===== config.mk =====
export PLATFORM = sky130hd
export DESIGN_NAME = uart_tx_fifo
export DESIGN_NICKNAME = d
export VERILOG_FILES = /design/src/rtl/uart_tx_fifo.sv
export SDC_FILE = /design/constraint.sdc
export NUM_CORES = 1
export LEC_CHECK = 0
export BUFFER_PORTS_ARGS = -buffer_cell sky130_fd_sc_hd__buf_2
export CAP_MARGIN = 10
export CORE_MARGIN = 10
export CORE_UTILIZATION = 55
export DETAILED_ROUTE_END_ITERATION = 8
export PLACE_DENSITY = 0.75
export SETUP_SLACK_MARGIN = 0.15
export SLEW_MARGIN = 15
export SYNTH_ARGS = -nofsm -noshare
export SYNTH_HDL_FRONTEND = slang
export SYNTH_SLANG_ARGS = --single-unit
export TNS_END_PERCENT = 50

===== constraint.sdc =====
create_clock -name clk -period 6.3 [get_ports clk]
set_input_delay 0.63 -clock clk [delete_from_list [all_inputs] [get_ports clk]]
set_output_delay 0.63 -clock clk [all_outputs]
set_load 0.05 [all_outputs]

===== src/rtl/uart_tx_fifo.sv =====
// uart_tx_fifo: memory-mapped buffered UART transmitter (8N1).
// CPU stores to TXDATA queue a byte in a FIFO; the TX FSM drains the FIFO
// and serialises each byte LSB first. CPU loads of STATUS return fill level
// and flags so firmware can poll.
//
// Ports:
//   clk          system clock, rising edge
//   rst          synchronous active-high reset
//   en           decode select for this block's address window
//   load_enable  CPU load in progress
//   store_enable CPU store in progress
//   reg_sel      0 = TXDATA, 1 = STATUS
//   data_in      store data, [7:0] used
//   data_out     combinational read data (STATUS only, else 0)
//   txd          UART serial output, idle high
//   irq_empty    registered: FIFO empty and transmitter idle
module uart_tx_fifo #(
  parameter int unsigned CLKS_PER_BIT = 868,
  parameter int unsigned DEPTH        = 16,
  parameter int unsigned AW           = 4
) (
  input  logic        clk,
  input  logic        rst,
  input  logic        en,
  input  logic        load_enable,
  input  logic        store_enable,
  input  logic        reg_sel,
  input  logic [31:0] data_in,
  output logic [31:0] data_out,
  output logic        txd,
  output logic        irq_empty
);

  typedef enum logic [1:0] {IDLE, START, DATA, STOP} state_e;

  localparam int unsigned   CW          = $clog2(CLKS_PER_BIT);
  localparam logic [CW-1:0] BAUD_RELOAD = CW'(CLKS_PER_BIT - 1);
  localparam logic [AW:0]   CNT_FULL    = (AW+1)'(DEPTH);

  logic [7:0]    mem_q [DEPTH];
  logic [AW-1:0] wptr_q, wptr_d, rptr_q, rptr_d;
  logic [AW:0]   count_q, count_d;
  logic          ovf_q, ovf_d;
  logic          wr_prev_q;
  state_e        state_q, state_d;
  logic [CW-1:0] baud_q, baud_d;
  logic [2:0]    bit_q, bit_d;
  logic [7:0]    shift_q, shift_d;
  logic          txd_q, txd_d;
  logic          irq_q, irq_d;

  logic wr_cond, wr_edge, push_req, ovf_clr, push, pop, empty, full, busy;
  logic unused_data;

  assign unused_data = ^data_in[31:8];

  // Only the first cycle of a (possibly multi-cycle) store acts.
  assign wr_cond  = en & store_enable;
  assign wr_edge  = wr_cond & ~wr_prev_q;
  assign push_req = wr_edge & ~reg_sel;
  assign ovf_clr  = wr_edge & reg_sel;

  assign empty = (count_q == '0);
  assign full  = (count_q == CNT_FULL);
  assign busy  = (state_q != IDLE);
  assign pop   = (state_q == IDLE) & ~empty;
  // Fullness is judged before any same-cycle pop.
  assign push  = push_req & ~full;

  always_comb begin
    wptr_d  = wptr_q + AW'(push);
    rptr_d  = rptr_q + AW'(pop);
    count_d = count_q;
    if (push & ~pop)
      count_d = count_q + (AW+1)'(1);
    else if (pop & ~push)
      count_d = count_q - (AW+1)'(1);
    ovf_d = ovf_q;
    if (push_req & full)
      ovf_d = 1'b1;
    else if (ovf_clr)
      ovf_d = 1'b0;
  end

  always_ff @(posedge clk) begin
    if (push)
      mem_q[wptr_q] <= data_in[7:0];
  end

  // FSM process 1: state and datapath registers
  always_ff @(posedge clk) begin
    if (rst) begin
      wptr_q    <= '0;
      rptr_q    <= '0;
      count_q   <= '0;
      ovf_q     <= 1'b0;
      wr_prev_q <= 1'b0;
      state_q   <= IDLE;
      baud_q    <= '0;
      bit_q     <= '0;
      shift_q   <= '0;
      txd_q     <= 1'b1;
      irq_q     <= 1'b1;
    end else begin
      wptr_q    <= wptr_d;
      rptr_q    <= rptr_d;
      count_q   <= count_d;
      ovf_q     <= ovf_d;
      wr_prev_q <= wr_cond;
      state_q   <= state_d;
      baud_q    <= baud_d;
      bit_q     <= bit_d;
      shift_q   <= shift_d;
      txd_q     <= txd_d;
      irq_q     <= irq_d;
    end
  end

  // FSM process 2: next state
  always_comb begin
    state_d = state_q;
    baud_d  = baud_q;
    bit_d   = bit_q;
    shift_d = shift_q;
    unique case (state_q)
      IDLE: begin
        if (pop) begin
          shift_d = mem_q[rptr_q];
          baud_d  = BAUD_RELOAD;
          state_d = START;
        end
      end
      START: begin
        if (baud_q == '0) begin
          baud_d  = BAUD_RELOAD;
          bit_d   = '0;
          state_d = DATA;
        end else begin
          baud_d = baud_q - CW'(1);
        end
      end
      DATA: begin
        if (baud_q == '0) begin
          baud_d  = BAUD_RELOAD;
          shift_d = {1'b0, shift_q[7:1]};
          bit_d   = bit_q + 3'd1;
          if (bit_q == 3'd7)
            state_d = STOP;
        end else begin
          baud_d = baud_q - CW'(1);
        end
      end
      STOP: begin
        if (baud_q == '0)
          state_d = IDLE;
        else
          baud_d = baud_q - CW'(1);
      end
      default: state_d = IDLE;
    endcase
  end

  // FSM process 3: outputs. txd is decoded from the next state and then
  // registered, so the line is glitch-free yet changes in the same cycle
  // the state does.
  always_comb begin
    unique case (state_d)
      START:   txd_d = 1'b0;
      DATA:    txd_d = shift_d[0];
      default: txd_d = 1'b1;
    endcase
    irq_d = empty & (state_q == IDLE);
  end

  always_comb begin
    data_out = '0;
    if (en & load_enable & reg_sel) begin
      data_out[8 +: AW+1] = count_q;
      data_out[3]         = ovf_q;
      data_out[2]         = full;
      data_out[1]         = empty;
      data_out[0]         = busy;
    end
  end

  assign txd       = txd_q;
  assign irq_empty = irq_q;

endmodule


==> impl_metrics.py <==
metrics = {
    "outcome": {
        "status": "completed",
    },
    "place": {
        "pre_cts_ws_ps": 2920,
        "place_congestion": 0.810,
        "dp_hpwl_mm": 8.89,
        "io_buffers": 24,
        "dp_cells": 675,
    },
    "layout": {
        "drive_above_1_share_pct": 19.6,
        "multiInputGateArea_um2": 2370,
        "antenna_cells": 0,
        "instances_no_fill": 707,
        "areaGrowthSynthToFinish_pct": 9.65,
        "final-seq-area_um2": 4650,
        "fillers": 914,
        "final_nets": 577,
    },
    "power": {
        "pwr_density_cell_nw_per_um2": 412,
        "vdd_drop_max_uv": 278,
        "p_total_mw": 3.29,
        "leakage_nw": 2.77,
    },
    "die": {
        "start_util_pct": 57.0,
        "die_h_um": 135,
        "die_area_um2": 18200,
        "io-pin-count": 72,
        "die_w_um": 135,
        "rows": 41,
        "core-area_um2": 12800,
    },
    "worst_setup_path": {
        "cp_max_fo": 6,
        "worstPathCellList": "nor4_1, a2111oi_2, ha_1, inv_1, fa_1, a21o_1, a21oi_1, xnor2_1, or3_1, a21oi_1",
        "worst_setup_path_end_kind": "flop",
        "crit_type": "flop to flop",
        "slowest_delay_ps": 780,
        "r2r_start": "count_q[0]$_SDFFE_PP0P_",
        "critPathSlowestCell": "a2111oi_2",
        "cp-start-kind": "flop",
        "worstPathRequired_ps": 6650,
        "worstSetupStartpoint": "count_q[0]$_SDFFE_PP0P_",
        "rr_worst_depth": 10,
        "critPathArrivalTime_ps": 3510,
        "crit_top_cell": "a21oi_1",
    },
    "worst_hold_path": {
        "min_path_type": "input pin to flop",
        "whs_path_depth": 2,
        "hold_start": "reg_sel",
    },
    "detailed_routing": {
        "dr.pass1.iters": 5,
        "wl_mm": 13.6,
        "viasPerCell": 5.85,
        "num_vias": 4136,
        "drtIter0Drc": 319,
        "ant_nets": 0,
        "drc": 0,
        "wire_per_inst_um": 19.3,
    },
    "timing": {
        "fin_crit_ps": 3160,
        "worstMarginPinSlew_ps": 970,
        "layout_setup_ws_ps": 3140,
        "hold_viol": 0,
        "skew_ps": 11.2,
        "final_max_slew_viol_count": 0,
        "finalCritPeriodShare_pct": 50.2,
        "rsz0062_at_grt": "no",
        "max_freq_mhz": 316,
        "setup_viol": 0,
        "setup_tns_ps": 0,
        "maxSlewHeadroom_pct": 35.1,
        "holdWs_ps": 445,
    },
    "clocking": {
        "clock_path_buffers": 2,
        "clock-root-buffer": "clkbuf_16",
        "cts_sinks": 168,
        "cts_made_buffers": 17,
        "clk_latency_ps": 430,
        "cts_resized": 0,
        "ctsHoldBuffers": 0,
        "cts_tree": "done",
        "htree_levels": 4,
        "cts.clk_slew.worst_paths_ps": 60,
        "post_cts_buffers": 0,
    },
    "grt": {
        "grt_max_degree": 37,
        "antenna_found_initial": 0,
        "grt.overflow.total": 0,
        "track_usage_pct": 15.8,
        "grt_first_pass_wirelength_mm": 22.3,
        "grt_pass1_vias": 4166,
    },
    "synthesis": {
        "yosys-top-cells-area": "edfxtp_1 (53%), dfxtp_1 (11%), mux4_2 (10%), ha_1 (2.8%), buf_4 (2.5%)",
        "ys.flop_type": "edfxtp_1",
        "yosys_warnings": 0,
        "syn_area_um2": 7280,
        "synthesis.instances": 499,
        "ys_seq_elements": 168,
        "yosysSeqAreaShare_pct": 63.8,
        "synth-edff-count": 128,
        "synth_top_area_share_pct": 52.8,
        "async_flop_share_pct": 0,
        "synth_top_area_cell": "edfxtp_1",
        "yosysMostFrequentCell": "edfxtp_1",
        "synth_cell_types": 54,
        "ys_top_cells_by_count": "edfxtp_1 (128), dfxtp_1 (40), nor2_1 (37), mux4_2 (33), buf_4 (24)",
        "synth_area_per_cell_um2": 14.6,
    },
    "flow_run": {
        "cap_viol_max_count": 0,
    },
}
worst max-delay path, delay by kind of cell (launching register included):
family                   cells  cell delay (ps)
buffers and inverters        1              110
adder cells (fa/ha/maj)      2              730
XOR/XNOR                     1               90
flip-flops                   1              450
AO/OA/AOI/OAI                4             1270
AND/OR/NAND/NOR              2              450
sequential cells by signal, indices dropped and copies added (netlist names):
| signal | flops |
|---|---|
| count_q | 5 |
| mem_q | 128 |
| wr_prev_q | 1 |
| shift_q | 8 |
| irq_empty | 1 |
| baud_q | 10 |
| bit_q | 3 |
| txd | 1 |
| state_q | 2 |
| ovf_q | 1 |
| rptr_q | 4 |
| wptr_q | 4 |
routing by layer:
metal | GRT usage, % | wire length [µm]
met2 | 25.2 | 6790
met1 | 19.8 | 5630
met5 | 0 | 0
met4 | 4.84 | 169
met3 | 5.49 | 1060
kinds of logic after synthesis:
kind of cell               count (synthesis)  synth area share [%]
DFF                                      168                  63.8
and+or+nand+nor                          128                  9.05
AOI/OAI and AO/OA                         74                  6.84
buffers and inverters                     60                  4.66
muxes                                     39                  11.1
adders and majority gates                 17                  3.03
xor gates and xnor gates                  12                  1.44
other                                      1                0.0515
cell type report:
| cell class | instances | area share [%] |
|---|---|---|
| clock buffers | 18 | 5.38 |
| well taps | 172 | 2.70 |
| flip-flops and latches | 168 | 58.2 |
| clock inverters | 14 | 1.19 |
| multi-input cells | 293 | 29.8 |
| repair buffers | 32 | 2.26 |
| inverters | 10 | 0.471 |
power by group:
group / total (mW) / switching (mW) / internal [mW]
Clock: 0.930 / 0.424 / 0.506
Sequential: 1.36 / 0.0840 / 1.28
Combinational: 0.995 / 0.578 / 0.417
cells in the final DEF (no fill, tap or decap), types with 3 or more instances in the layout:
cell,Yosys,final
a21oi_1,18,18
a21o_1,9,9
a211oi_1,8,8
ha_1,16,16
nor4_1,3,3
buf_4,24,8
mux2i_1,3,3
inv_6,0,6
dfxtp_1,40,39
clkbuf_16,0,17
buf_2,7,24
o21ai_0,13,13
conb_1,1,23
nor2_1,37,37
edfxtp_1,128,128
nand2b_1,5,5
and3_1,4,4
mux2_2,3,3
inv_1,10,10
clkinv_1,0,5
xor2_1,7,7
a31oi_1,8,8
nand4_1,9,9
nor2b_1,13,13
or3_1,3,3
nor3_1,12,12
nand3_1,10,10
and2_1,6,6
nand2_1,16,16
mux4_2,33,33
nand3b_1,3,3
xnor2_1,5,5
stage by stage:
step | util [%] | cell area, µm²
finish | 62.5 | 7980
global route | 62.5 | 7980
CTS | 62.5 | 7980
detailed placement | 58.4 | 7450
global placement | 58.4 | 7450
floorplan | - | 7360
path summary, 6_finish.rpt:
check	endpoint	slack, ps
min	ovf_q$_SDFFE_PP0P_	440
max reg2reg	count_q[4]$_SDFFE_PP0P_	3140
min reg2reg	baud_q[8]$_SDFFE_PP0P_	480
max	count_q[4]$_SDFFE_PP0P_	3140
No activity file was read; power rests on OpenSTA's default activity.
